`src/rtl/sync_fifo_pkg.sv`:
```
// sync_fifo_pkg: shared helpers for the single- and dual-clock FIFOs.
//   clog2     - ceiling log2, used to size pointers and the occupancy count
//   cfg_ok    - legality check for depth (power of two, >=2) and thresholds
//   RDATA_RST - reset/idle value replicated across every rdata bit
package sync_fifo_pkg;

   function automatic int clog2(input int n);
      int r;
      for (r = 0; (1 << r) < n; r++) begin
      end
      return r;
   endfunction

   function automatic bit cfg_ok(input int fd, input int af, input int ae);
      return fd >= 2 && (fd & (fd - 1)) == 0 && af >= 1 && af <= fd && ae >= 0 && ae < fd;
   endfunction

   localparam logic RDATA_RST = 1'b0;

endpackage

```
`src/rtl/sync_fifo_param_if.sv`:
```
// sync_fifo_param_if: handshake and status bundle between a FIFO and its user.
//   master - producer/consumer side: drives wr, rd, wdata; observes data and flags
//   slave  - FIFO side: samples wr, rd, wdata; drives rdata, flags, count, pulses
interface sync_fifo_param_if #(
   parameter int FW = 8,
   parameter int FD = 8
);
   import sync_fifo_pkg::*;
   localparam int AW = clog2(FD);
   logic          wr;
   logic          rd;
   logic [FW-1:0] wdata;
   logic [FW-1:0] rdata;
   logic          full;
   logic          empty;
   logic          almost_full;
   logic          almost_empty;
   logic [AW:0]   count;
   logic          overflow;
   logic          underflow;
   modport master (
      output wr, rd, wdata,
      input  rdata, full, empty, almost_full, almost_empty, count, overflow, underflow
   );
   modport slave (
      input  wr, rd, wdata,
      output rdata, full, empty, almost_full, almost_empty, count, overflow, underflow
   );
endinterface

```
`src/rtl/fifo_mem.sv`:
```
// fifo_mem: FD x FW register array, one write port, one read port.
//   clk, rst_n         - clock and async active-low reset (registered read only)
//   we, waddr, wdata   - write port, stored on the rising edge when we is high
//   re, raddr, rdata   - read port
// Macro SYNC_FIFO_FWFT_EN: defined -> combinational read of mem[raddr];
// undefined -> rdata is a register loaded from mem[raddr] when re is high.
module fifo_mem
   import sync_fifo_pkg::*;
#(
   parameter int FW = 8,
   parameter int FD = 8,
   parameter int AW = 3
) (
   input  logic          clk,
   input  logic          rst_n,
   input  logic          we,
   input  logic [AW-1:0] waddr,
   input  logic [FW-1:0] wdata,
   input  logic          re,
   input  logic [AW-1:0] raddr,
   output logic [FW-1:0] rdata
);
   // Storage is deliberately left out of reset.
   logic [FW-1:0] mem_q [FD];

   always_ff @(posedge clk) begin
      if (we) mem_q[waddr] <= wdata;
   end

`ifdef SYNC_FIFO_FWFT_EN
   assign rdata = mem_q[raddr];
`else
   logic [FW-1:0] rdata_q, rdata_d;

   always_comb rdata_d = re ? mem_q[raddr] : rdata_q;

   always_ff @(posedge clk or negedge rst_n) begin
      if (!rst_n) rdata_q <= {FW{RDATA_RST}};
      else        rdata_q <= rdata_d;
   end

   assign rdata = rdata_q;
`endif
endmodule

```
`src/rtl/sync_fifo_param.sv`:
```
// sync_fifo_param: single-clock parametrised FIFO with occupancy count,
// almost-full/almost-empty thresholds and one-cycle overflow/underflow pulses.
//   clk   - clock, all state on the rising edge
//   rst_n - asynchronous active-low reset
//   bus   - sync_fifo_param_if.slave: wr/rd/wdata in; rdata, full, empty,
//           almost_full, almost_empty, count, overflow, underflow out
// Macro SYNC_FIFO_FWFT_EN: defined -> first-word fall-through (rdata shows
// the head whenever not empty, 0 when empty); undefined -> registered read.
module sync_fifo_param
   import sync_fifo_pkg::*;
#(
   parameter int FW    = 8,
   parameter int FD    = 8,
   parameter int AF_TH = FD - 2,
   parameter int AE_TH = 1
) (
   input logic             clk,
   input logic             rst_n,
   sync_fifo_param_if.slave bus
);
   localparam int AW = clog2(FD);
   localparam logic [AW:0] AF_V = (AW + 1)'(AF_TH);
   localparam logic [AW:0] AE_V = (AW + 1)'(AE_TH);

   if (!cfg_ok(FD, AF_TH, AE_TH)) begin : g_cfg_err
      $error("sync_fifo_param: illegal FD/AF_TH/AE_TH");
   end

   logic [AW:0]   wptr_q, wptr_d, rptr_q, rptr_d, count_q, count_d;
   logic          full_q, full_d, empty_q, empty_d;
   logic          af_q, af_d, ae_q, ae_d, ovf_q, ovf_d, unf_q, unf_d;
   logic          wr_ok, rd_ok;
   logic [FW-1:0] mem_rdata;

   // A write into a full FIFO is still accepted when a read frees a slot in
   // the same cycle; pointers carry one extra bit so full and empty differ
   // only in the MSB.
   always_comb begin
      rd_ok   = bus.rd & ~empty_q;
      wr_ok   = bus.wr & (~full_q | rd_ok);
      wptr_d  = wptr_q + {{AW{1'b0}}, wr_ok};
      rptr_d  = rptr_q + {{AW{1'b0}}, rd_ok};
      count_d = wptr_d - rptr_d;
      empty_d = wptr_d == rptr_d;
      full_d  = (wptr_d ^ rptr_d) == {1'b1, {AW{1'b0}}};
      af_d    = count_d >= AF_V;
      ae_d    = count_d <= AE_V;
      ovf_d   = bus.wr & ~wr_ok;
      unf_d   = bus.rd & ~rd_ok;
   end

   always_ff @(posedge clk or negedge rst_n) begin
      if (!rst_n) begin
         wptr_q  <= '0;
         rptr_q  <= '0;
         count_q <= '0;
         empty_q <= 1'b1;
         full_q  <= 1'b0;
         af_q    <= 1'b0;
         ae_q    <= 1'b1;
         ovf_q   <= 1'b0;
         unf_q   <= 1'b0;
      end else begin
         wptr_q  <= wptr_d;
         rptr_q  <= rptr_d;
         count_q <= count_d;
         empty_q <= empty_d;
         full_q  <= full_d;
         af_q    <= af_d;
         ae_q    <= ae_d;
         ovf_q   <= ovf_d;
         unf_q   <= unf_d;
      end
   end

   fifo_mem #(.FW(FW), .FD(FD), .AW(AW)) u_mem (
      .clk   (clk),
      .rst_n (rst_n),
      .we    (wr_ok),
      .waddr (wptr_q[AW-1:0]),
      .wdata (bus.wdata),
      .re    (rd_ok),
      .raddr (rptr_q[AW-1:0]),
      .rdata (mem_rdata)
   );

`ifdef SYNC_FIFO_FWFT_EN
   assign bus.rdata = empty_q ? {FW{RDATA_RST}} : mem_rdata;
`else
   assign bus.rdata = mem_rdata;
`endif
   assign bus.full         = full_q;
   assign bus.empty        = empty_q;
   assign bus.almost_full  = af_q;
   assign bus.almost_empty = ae_q;
   assign bus.count        = count_q;
   assign bus.overflow     = ovf_q;
   assign bus.underflow    = unf_q;
endmodule

```
`src/flat_wrapper.sv`:
```
// flat-port wrapper written by rule: the top's interface ports become plain ports
module sync_fifo_param_flat import sync_fifo_pkg::*;
#(
   parameter int FW    = 8,
   parameter int FD    = 8,
   parameter int AF_TH = FD - 2,
   parameter int AE_TH = 1
)
  (clk, rst_n, bus_wr, bus_rd, bus_wdata, bus_rdata, bus_full, bus_empty, bus_almost_full, bus_almost_empty, bus_count, bus_overflow, bus_underflow);
  sync_fifo_param_if #(.FW(FW), .FD(FD)) bus_i ();
  input logic clk;
  input logic rst_n;
  input wire logic [$bits(bus_i.wr)-1:0] bus_wr;
  input wire logic [$bits(bus_i.rd)-1:0] bus_rd;
  input wire logic [$bits(bus_i.wdata)-1:0] bus_wdata;
  output wire logic [$bits(bus_i.rdata)-1:0] bus_rdata;
  output wire logic [$bits(bus_i.full)-1:0] bus_full;
  output wire logic [$bits(bus_i.empty)-1:0] bus_empty;
  output wire logic [$bits(bus_i.almost_full)-1:0] bus_almost_full;
  output wire logic [$bits(bus_i.almost_empty)-1:0] bus_almost_empty;
  output wire logic [$bits(bus_i.count)-1:0] bus_count;
  output wire logic [$bits(bus_i.overflow)-1:0] bus_overflow;
  output wire logic [$bits(bus_i.underflow)-1:0] bus_underflow;
  assign bus_i.wr = bus_wr;
  assign bus_i.rd = bus_rd;
  assign bus_i.wdata = bus_wdata;
  assign bus_rdata = bus_i.rdata;
  assign bus_full = bus_i.full;
  assign bus_empty = bus_i.empty;
  assign bus_almost_full = bus_i.almost_full;
  assign bus_almost_empty = bus_i.almost_empty;
  assign bus_count = bus_i.count;
  assign bus_overflow = bus_i.overflow;
  assign bus_underflow = bus_i.underflow;
  sync_fifo_param #(.FW(FW), .FD(FD), .AF_TH(AF_TH), .AE_TH(AE_TH)) u_core (.clk(clk), .rst_n(rst_n), .bus(bus_i));
endmodule
```
`config.mk`:
```
export PLATFORM = sky130hd
export DESIGN_NAME = sync_fifo_param_flat
export DESIGN_NICKNAME = d
export VERILOG_FILES = /design/src/rtl/sync_fifo_pkg.sv /design/src/rtl/sync_fifo_param_if.sv /design/src/rtl/fifo_mem.sv /design/src/rtl/sync_fifo_param.sv /design/src/flat_wrapper.sv
export SDC_FILE = /design/constraint.sdc
export NUM_CORES = 1
export LEC_CHECK = 0
export ABC_AREA = 1
export BUFFER_PORTS_ARGS = -buffer_cell sky130_fd_sc_hd__buf_2
export CORE_UTILIZATION = 25
export DETAILED_ROUTE_END_ITERATION = 8
export PLACE_DENSITY = 0.52
export REMOVE_ABC_BUFFERS = 1
export SKIP_CTS_REPAIR_TIMING = 1
export SLEW_MARGIN = 20
export SYNTH_ARGS = -nofsm -noshare
export SYNTH_HDL_FRONTEND = slang
export SYNTH_SLANG_ARGS = --single-unit
export TNS_END_PERCENT = 50
```
`constraint.sdc`:
```
create_clock -name clk -period 2.2 [get_ports clk]
set_clock_uncertainty 0.1 [all_clocks]
set_input_delay 0.11 -clock clk [delete_from_list [all_inputs] [get_ports clk]]
set_output_delay 0.11 -clock clk [all_outputs]
set_load 0.01 [all_outputs]
```
**Yosys cells after proc, flatten, opt, wreduce, memory -nomap -nowiden**

Memories as Yosys holds them, arrays and structs flattened. A register that Yosys moved wholly into a read port is not among the register bits.
Index checks and enable logic that the tools add are counted.

- Bits in writable memories: 64
- Output and inout bits: 18
- Input port bits: 12
- Memories: 1
- Word-level logic and storage cells: 30
- Flip-flop bits (word level): 18

Memory list:

| name | words | bits a word | read ports | clocked after Yosys merged registers in | wr ports | RTL line | text |
|---|---|---|---|---|---|---|---|
| u_core.u_mem.mem_q | 8 | 8 | 1 | 1 | 1 | fifo_mem.sv:24 | `logic [FW-1:0] mem_q [FD];` |

- Bitwise gates (word level): 10
- $lt $le $gt $ge: 2
- Reductions and logical operators: 1
- Equal/unequal tests: 2
- Add/sub/neg operators: 3
- Multiplexer cells: 2

Operators by type and width:

| operator | count |
|---|---|
| $add A4 B1 Y4 | 2 |
| $and A1 B1 Y1 | 4 |
| $eq A4 B4 Y1 | 1 |
| $eq A4 B4 Y1 const B | 1 |
| $ge A4 B3 Y1 const B | 1 |
| $le A4 B1 Y1 const B | 1 |
| $not A1 Y1 | 4 |
| $sub A4 B4 Y4 | 1 |
| $xor A4 B4 Y4 | 1 |
| $mux W1 | 2 |
| $logic_not A1 Y1 | 1 |
| $or A1 B1 Y1 | 1 |

**Longest topological paths before layout**

Gate-level depths: netlist of the first run.

- Depth after elaboration: 7
- Mapped depth: 15
- Depth with buffers taken out: 15

**Hierarchy**

From an unflattened synthesis of the first run, not the netlist that was laid out.

- Cells, all modules: 394
- Area total of the unflattened synthesis: 4050.1 um2

Modules (own cells, without submodules):

| module | area an instance (um2) | cells an instance | instances | sequential area each (um2) |
|---|---|---|---|---|
| fifo_mem | 3089.2 | 297 | 1 | 2122.0 |
| sync_fifo_param | 960.9 | 97 | 1 | 452.9 |

**Least setup slack after synthesis of the first run**

Ideal clock, no wire load.

- Path type: register to register
- Start: register u_core.empty_q, in the netlist u_core.bus.empty
- End: register u_core.af_q, in the netlist u_core.bus.almost_full
- Path buffers: 0
- Clock period less this slack: 2340 ps
- Setup time: 128 ps
- Cell stages (with the launch flop): 11
- Required time: 1972 ps
- Arrival: 2112 ps
- Slack: -140 ps
- Path through: dfstp_2 nor2_4 inv_4 a21oi_4 ha_1 ha_1 inv_1 fa_1 inv_1 nand2_1 nand3_1

- Longest elaborated chain between the ends: 7
- Elaborated cells between the ends (all ways): 8
- Those cells by class: 3 x add/sub; 1 x order compare; 4 x bitwise

Ends and longest elaborated chain:

| item | RTL line | text |
|---|---|---|
| start: declaration | sync_fifo_param.sv:30 | `logic full_q, full_d, empty_q, empty_d;` |
| start signal: assignment | sync_fifo_param.sv:67 | `empty_q <= empty_d;` |
| $not A1 Y1 | sync_fifo_param.sv:39 | `rd_ok = bus.rd & ~empty_q;` |
| $and A1 B1 Y1 | sync_fifo_param.sv:39 |  |
| via u_core.rd_ok | sync_fifo_param.sv:32 | `logic wr_ok, rd_ok;` |
| $or A1 B1 Y1 | sync_fifo_param.sv:40 | `wr_ok = bus.wr & (~full_q \| rd_ok);` |
| $and A1 B1 Y1 | sync_fifo_param.sv:40 |  |
| $add A4 B1 Y4 | sync_fifo_param.sv:41 | `wptr_d = wptr_q + {{AW{1'b0}}, wr_ok};` |
| via u_core.wptr_d[1] | sync_fifo_param.sv:29 | `logic [AW:0] wptr_q, wptr_d, rptr_q, rptr_d, count_q, count_d;` |
| $sub A4 B4 Y4 | sync_fifo_param.sv:43 | `count_d = wptr_d - rptr_d;` |
| via u_core.count_d[1] | sync_fifo_param.sv:29 |  |
| $ge A4 B3 Y1 | sync_fifo_param.sv:46 | `af_d = count_d >= AF_V;` |
| via u_core.af_d | sync_fifo_param.sv:31 | `logic af_q, af_d, ae_q, ae_d, ovf_q, ovf_d, unf_q, unf_d;` |
| end signal: assignment | sync_fifo_param.sv:59 | `af_q <= 1'b0;` |
| end signal: assignment | sync_fifo_param.sv:69 | `af_q <= af_d;` |
| end: declaration | sync_fifo_param.sv:31 |  |

The timed path passes the listed nets, and every way through them passes these cells.

**Final worst setup path of the first run**

Ends and elaborated chain as after synthesis.

==> impl_metrics.json, run 1 <==
{
  "run_status": "finished with violations",
  "violated_checks": "design-rule violations, negative setup slack",
  "grt_ovf": 0,
  "routed_via_density": 4.30,
  "clock_tree_from_tritoncts": "built",
  "required_ps": 2320,
  "setup_viol_count_final": 1,
  "post_layout_nonfiller_instances": 582,
  "cts_max_path_buffers": 2,
  "placement.cell_area_um2": 4210,
  "final.fill_count": 1487,
  "vias": 2500,
  "clk_root_buffer_cell": "sky130_fd_sc_hd__clkbuf_16",
  "worst_setup_path_start_kind": "flip-flop",
  "post_synthesis_mean_instance_area_um2": 11.5,
  "critical_path_cell_by_cell": "nor2_4 -> inv_4 -> a21oi_4 -> ha_4 -> ha_4 -> inv_1 -> fa_2 -> inv_1 -> nand2_1 -> nand3_1",
  "critPathMaxStageDelay_ps": 550,
  "multiInputGateArea_um2": 1080,
  "timing.fmax_mhz": 454,
  "routedWlPerCell_um": 14.6,
  "dp_cells": 552,
  "hold_path_class": "in -> reg",
  "timing.critical_path.fanout_max": 3,
  "leakagePower_nw": 1.93,
  "power.density_nw_per_um2": 1360,
  "dieArea_um2": 15600,
  "synth_area_um2": 3770,
  "final-hold-violation-count": 0,
  "grt.total_usage": 0.117,
  "min_period_ps": 2200,
  "drtPass1Iterations": 7,
  "drcViolationCount": 2,
  "slew_violations": 0,
  "fin_crit_sh": 1.00,
  "ff_latch_area_um2": 2570,
  "antennaDiodeCount": 0,
  "cp_slowest_cell": "sky130_fd_sc_hd__dfstp_2",
  "placement_rows": 44,
  "design.final.nets": 413,
  "routed_wl_um": 8520,
  "post-route-util": 0.320,
  "core_area_um2": 14600,
  "synth_largest_type_area_fraction": 0.510,
  "postLayoutCellArea_um2": 4690,
  "numClockSinks": 90,
  "tritoncts.num_buffers": 9,
  "setup_ws_final_ps": -1.60,
  "detail-route-antenna-nets": 0,
  "peakVddDrop_uv": 522,
  "place_congestion": 0.736,
  "cts.clk_slew.worst_paths_ps": 60,
  "timing.max_slew.rel_slack": 0.576,
  "largest_net_degree_at_the_start_of_global_routing": 37,
  "yosys_register_bits": 90,
  "area_growth_syn_to_layout_pct": 24.3,
  "timing.critical_path.arrival_ps": 2320,
  "clkLatencyLatePin_ps": 340,
  "maxCapViolCount": 0,
  "drt_iter0_drc": 137,
  "critical_path.endpoint_type": "flip-flop",
  "synth_most_common_cell": "sky130_fd_sc_hd__nand2_1",
  "die_w_um": 125,
  "ys_seq_area_frac": 0.683,
  "dp_hpwl_um": 5540,
  "clock_tree.htree_level_count": 3,
  "fp.dieH_um": 125,
  "grt_first_pass_wirelength_um": 13600,
  "yosysUniqueCellTypes": 26,
  "top_cells_by_area_synth": "sky130_fd_sc_hd__edfxtp_1 51%, sky130_fd_sc_hd__dfrtp_1 16%, sky130_fd_sc_hd__nand2_1 9.0%, sky130_fd_sc_hd__nand3_1 2.8%, sky130_fd_sc_hd__nor2_1 2.6%",
  "synth-async-reset-ratio": 0.289,
  "final_layout_size_suffix_gt1_frac": 0.239,
  "antenna_found_initial": 0,
  "worst_pin_slew_ps": 637,
  "synth_enable_flop_cells": 64,
  "yosys_warnings": 0,
  "synth_flop_cell": "sky130_fd_sc_hd__edfxtp_1",
  "synth_cells": 329,
  "synth_top_cells_by_count": "90 x sky130_fd_sc_hd__nand2_1, 64 x sky130_fd_sc_hd__edfxtp_1, 26 x sky130_fd_sc_hd__nor2_1",
  "unrepaired_setup_endpoints_after_global_routing": "yes",
  "criticalPathCategory": "reg -> reg",
  "top_cell_type_by_total_area_after_synthesis": "sky130_fd_sc_hd__edfxtp_1",
  "design.portCount": 30,
  "port-buffer-count": 29,
  "vias_in_the_first_global_route": 2421,
  "start_util": 0.257,
  "hold_slack_ps": 22.2
}
==> area by class of cell <==
cell class,count,area share
multi-input cells,202,0.230
inverters,27,0.0227
repair buffers,63,0.0908
clock inverters,6,0.00881
well taps,184,0.0491
flip-flops and latches,90,0.550
clock buffers,10,0.0489
==> sequential cells by signal, summed over array words and instances, names as in the netlist, 4 cells and up <==
signal,count
u_core.rptr_q,4
u_core.u_mem.rdata,8
u_core.bus.count,4
u_core.u_mem.mem_q,64
u_core.wptr_q,4
==> path summary, 6_finish.rpt <==
path	slack, ps	to	from	cells past startpoint
min reg2reg	370	u_core.u_mem.rdata[0]	u_core.u_mem.rdata[0]	2
max in group asynchronous	1360	u_core.bus.underflow	rst_n	2
min in group asynchronous	230	u_core.bus.count[0]	rst_n	2
max reg2reg	-2	u_core.bus.almost_full	u_core.bus.empty	10
min	20	u_core.bus.overflow	bus_wr	3
max	-2	u_core.bus.almost_full	u_core.bus.empty	10
==> where the power goes <==
part	internal (mW)	switching, mW	total [mW]
clock	0.770	0.636	1.41
combinational	0.951	1.59	2.54
sequential	2.23	0.196	2.43
total	3.96	2.42	6.38
==> worst max-delay path: cells and delay by family, from the launching register on <==
family                   cells  cell delay, ps
adder cells (fa/ha/maj)      3            1000
flip-flops                   1             550
buffers and inverters        3             170
AND/OR/NAND/NOR              3             190
AO/OA/AOI/OAI                1              60
==> per-layer routing <==
metal / global-route usage / up-vias / part of all wire
met2: 0.189 / 46 / 0.48
met5: 0 / - / 0
met4: 0.0392 / 0 / 0.014
li1: - / 1244 / -
met1: 0.149 / 1198 / 0.45
met3: 0.0335 / 12 / 0.051
==> logic make-up after synthesis <==
logic type,Yosys count,synth area share
buffers and inverters,37,0.0498
AOI/OAI and AO/OA,40,0.0631
and+or+nand+nor,154,0.175
adders and majority gates,8,0.0286
DFF,90,0.683
==> through the flow <==
stage / setup TNS [ps] / power [mW] / setup WS [ps]
2_1_floorplan: -383 / 3.97 / -140
3_3_place_gp: -14.2 / 4.77 / -14.2
3_5_place_dp: -82.9 / 4.84 / -72.3
4_1_cts: -173 / 6.27 / -99.7
5_1_grt: -252 / 6.87 / -103
6_report: -1.60 / 6.38 / -1.60
==> cells in the final DEF, fill, tap and decap left out, types with 2 or more instances in the layout <==
cell                            instances
sky130_fd_sc_hd__a21oi_1               11
sky130_fd_sc_hd__buf_2                 29
sky130_fd_sc_hd__buf_4                 24
sky130_fd_sc_hd__clkbuf_16              9
sky130_fd_sc_hd__clkinv_1               2
sky130_fd_sc_hd__dfrtp_1               24
sky130_fd_sc_hd__dfstp_2                2
sky130_fd_sc_hd__dlygate4sd3_1         10
sky130_fd_sc_hd__edfxtp_1              64
sky130_fd_sc_hd__ha_4                   5
sky130_fd_sc_hd__inv_1                 21
sky130_fd_sc_hd__inv_2                  4
sky130_fd_sc_hd__inv_4                  2
sky130_fd_sc_hd__nand2_1               90
sky130_fd_sc_hd__nand2_2                8
sky130_fd_sc_hd__nand2_4                2
sky130_fd_sc_hd__nand3_1               20
sky130_fd_sc_hd__nand4_1                4
sky130_fd_sc_hd__nor2_1                26
sky130_fd_sc_hd__o211ai_1               2
sky130_fd_sc_hd__o21ai_0               16
sky130_fd_sc_hd__o21ai_1                4
sky130_fd_sc_hd__o221ai_1               5
No activity file was read; power rests on OpenSTA's default activity.
==> run 2: changes to the inputs <==
Settings changed: SKIP_LAST_GASP from default to 1.
Clock period 2.2 ns to 1.95 ns, I/O delays scaled along.
==> run 2 against run 1 <==
Compared with the run above:
- the run still ends with design-rule violations, negative setup slack left
- via count fell by 1.2%
- sequential power grew 12%
- non-clock buffer count rose by 5
- setup slack worse by 210 ps
- largest power group unchanged
==> impl_metrics.json, run 2 (synthesis gave the netlist of run 1 again) <==
{
  "antennaDiodeCount": 0,
  "swShare": 0.370,
  "fin_crit_sh": 1.11,
  "clkLatencyLatePin_ps": 340,
  "layer_with_the_highest_usage_after_global_routing": "met2",
  "routed_via_density": 4.21,
  "p_comb_frac": 0.407,
  "routedWlPerCell_um": 14.9,
  "design.final.nets": 418,
  "final.fill_count": 1474,
  "critical_path_cell_by_cell": "nor2_4 -> inv_4 -> a21oi_4 -> ha_4 -> ha_4 -> inv_2 -> fa_2 -> inv_1 -> nand2_1 -> nand3_1",
  "critical_path.endpoint_type": "flip-flop",
  "globalRouteMet2Util": 0.195,
  "clock_network_power_share": 0.231,
  "dp_hpwl_um": 5650,
  "highest_count_cells_in_the_layout_ignoring_fill_and_taps": "90 x sky130_fd_sc_hd__nand2_1, 64 x sky130_fd_sc_hd__edfxtp_1, 29 x sky130_fd_sc_hd__buf_2",
  "power.internal_mw": 4.72,
  "drtPass1Iterations": 7,
  "hold_path_class": "in -> reg",
  "routed_wl_um": 8730,
  "final-hold-violation-count": 0,
  "layout_commonest_cell": "sky130_fd_sc_hd__nand2_1",
  "violated_checks": "design-rule violations, negative setup slack",
  "design.portCount": 30,
  "run_status": "finished with violations",
  "core_area_um2": 14600,
  "cts_max_path_buffers": 2,
  "vias": 2471,
  "start_util": 0.257,
  "clock_tree.htree_level_count": 3,
  "numClockSinks": 90,
  "final_layout_size_suffix_gt1_frac": 0.258,
  "timing.max_slew.rel_slack": 0.565,
  "cp_slowest_cell": "sky130_fd_sc_hd__dfstp_2",
  "maxCapViolCount": 0,
  "cp_num_buf_inv": 3,
  "ff_latch_area_um2": 2570,
  "dieArea_um2": 15600,
  "registers.top_by_ff_count": "u_core.u_mem.mem_q",
  "global_route.usage.met1": 0.147,
  "criticalPathCategory": "reg -> reg",
  "worst_pin_slew_ps": 652,
  "leakagePower_nw": 1.97,
  "tritoncts.num_buffers": 9,
  "timing.critical_path.arrival_ps": 2280,
  "vias_in_the_first_global_route": 2500,
  "area_growth_syn_to_layout_pct": 26.2,
  "slew_violations": 0,
  "critical-path-top-cell-by-count": "sky130_fd_sc_hd__ha_4",
  "clock_tree_from_tritoncts": "built",
  "placement_rows": 44,
  "post-route-util": 0.325,
  "largest_reg_flops": 64,
  "drcViolationCount": 2,
  "cts.clk_slew.worst_paths_ps": 70,
  "power.density_nw_per_um2": 1580,
  "antenna_found_initial": 0,
  "grt.total_usage": 0.117,
  "largest_net_degree_at_the_start_of_global_routing": 37,
  "netSwitchingPower_mw": 2.77,
  "multiInputGateArea_um2": 1070,
  "p_total_mw": 7.49,
  "setup_ws_final_ps": -214,
  "min_period_ps": 2160,
  "clk_root_buffer_cell": "sky130_fd_sc_hd__clkbuf_16",
  "unrepaired_setup_endpoints_after_global_routing": "yes",
  "critPathMaxStageDelay_ps": 560,
  "place_congestion": 0.753,
  "share_seq_of_total_power": 0.362,
  "detail-route-antenna-nets": 0,
  "setup_viol_count_final": 5,
  "timing.critical_path.fanout_max": 3,
  "port-buffer-count": 29,
  "fp.dieH_um": 125,
  "grt_ovf": 0,
  "met3_usage": 0.0318,
  "timing.fmax_mhz": 462,
  "peakVddDrop_uv": 579,
  "die_w_um": 125,
  "worst_setup_path_start_kind": "flip-flop",
  "required_ps": 2070,
  "grt_first_pass_wirelength_um": 13600,
  "critical_path.top_delay_family": "adder cells",
  "drt_iter0_drc": 198
}
run 2: cell types whose count changed in the layout (fill, tap and decap cells not counted):
cell | before | now
sky130_fd_sc_hd__nand3_1 | 20 | 19
sky130_fd_sc_hd__bufinv_16 | 0 | 1
sky130_fd_sc_hd__buf_4 | 24 | 28
sky130_fd_sc_hd__clkinvlp_4 | 0 | 1
sky130_fd_sc_hd__clkinv_2 | 1 | 2
sky130_fd_sc_hd__buf_12 | 0 | 1
sky130_fd_sc_hd__clkinv_1 | 2 | 0
sky130_fd_sc_hd__nand3_2 | 1 | 2
sky130_fd_sc_hd__ha_4 | 5 | 4
sky130_fd_sc_hd__ha_2 | 1 | 2
sky130_fd_sc_hd__inv_8 | 1 | 0
sky130_fd_sc_hd__inv_1 | 21 | 20
sky130_fd_sc_hd__inv_2 | 4 | 5
run 2: layout make-up:
type | count | share of cell area
sequential | 90 | 0.542
inverter | 27 | 0.0224
clock buffer | 10 | 0.0482
timing repair buffer | 68 | 0.100
multi-input combinational | 202 | 0.226
clock inverter | 6 | 0.0137
tap | 184 | 0.0484
run 2: per-layer routing:
layer  part of all wire  vias up
met5                  0        -
met4             0.0050        0
met3              0.038        4
met2               0.50       36
met1               0.45     1178
li1                   -     1253
run 2: final timing paths:
path | end | cells after the start | startpoint | slack (ps)
worst min-delay path | u_core.bus.overflow | 3 | bus_wr | 20
worst max-delay path | u_core.bus.almost_full | 10 | u_core.bus.empty | -210
worst min register to register | u_core.u_mem.rdata[6] | 2 | u_core.u_mem.rdata[6] | 370
max in group asynchronous | u_core.rptr_q[2] | 2 | rst_n | 1100
worst max register to register | u_core.bus.almost_full | 10 | u_core.bus.empty | -210
min in group asynchronous | u_core.bus.count[3] | 2 | rst_n | 230
run 2: worst min-delay path, stage by stage:
cell and delay (ps):
sky130_fd_sc_hd__buf_2 90, sky130_fd_sc_hd__inv_1 130, sky130_fd_sc_hd__nor2_1 90
run 2: per-stage QoR:
stage	area (um^2)	worst slack (ps)	std cells	hold WS, ps	TNS [ps]
global placement	4270	-264	558	61.8	-1030
CTS	4560	-354	574	-297	-1570
global route	4750	-327	587	29.6	-1240
detailed placement	4270	-342	558	64.3	-1460
floorplan	3690	-390	319	-298	-1860
finish	4750	-214	587	16.1	-621
run 2: power groups by stage:
stage                     logic [mW]  registers [mW]  clock network, mW
after global placement          2.81            2.73                  0
after detailed placement        2.88            2.74                  0
final                           3.05            2.71               1.73
after global routing            3.46            2.76               1.84
after CTS                       2.89            2.70               1.77
after floorplan                 1.57            2.91                  0
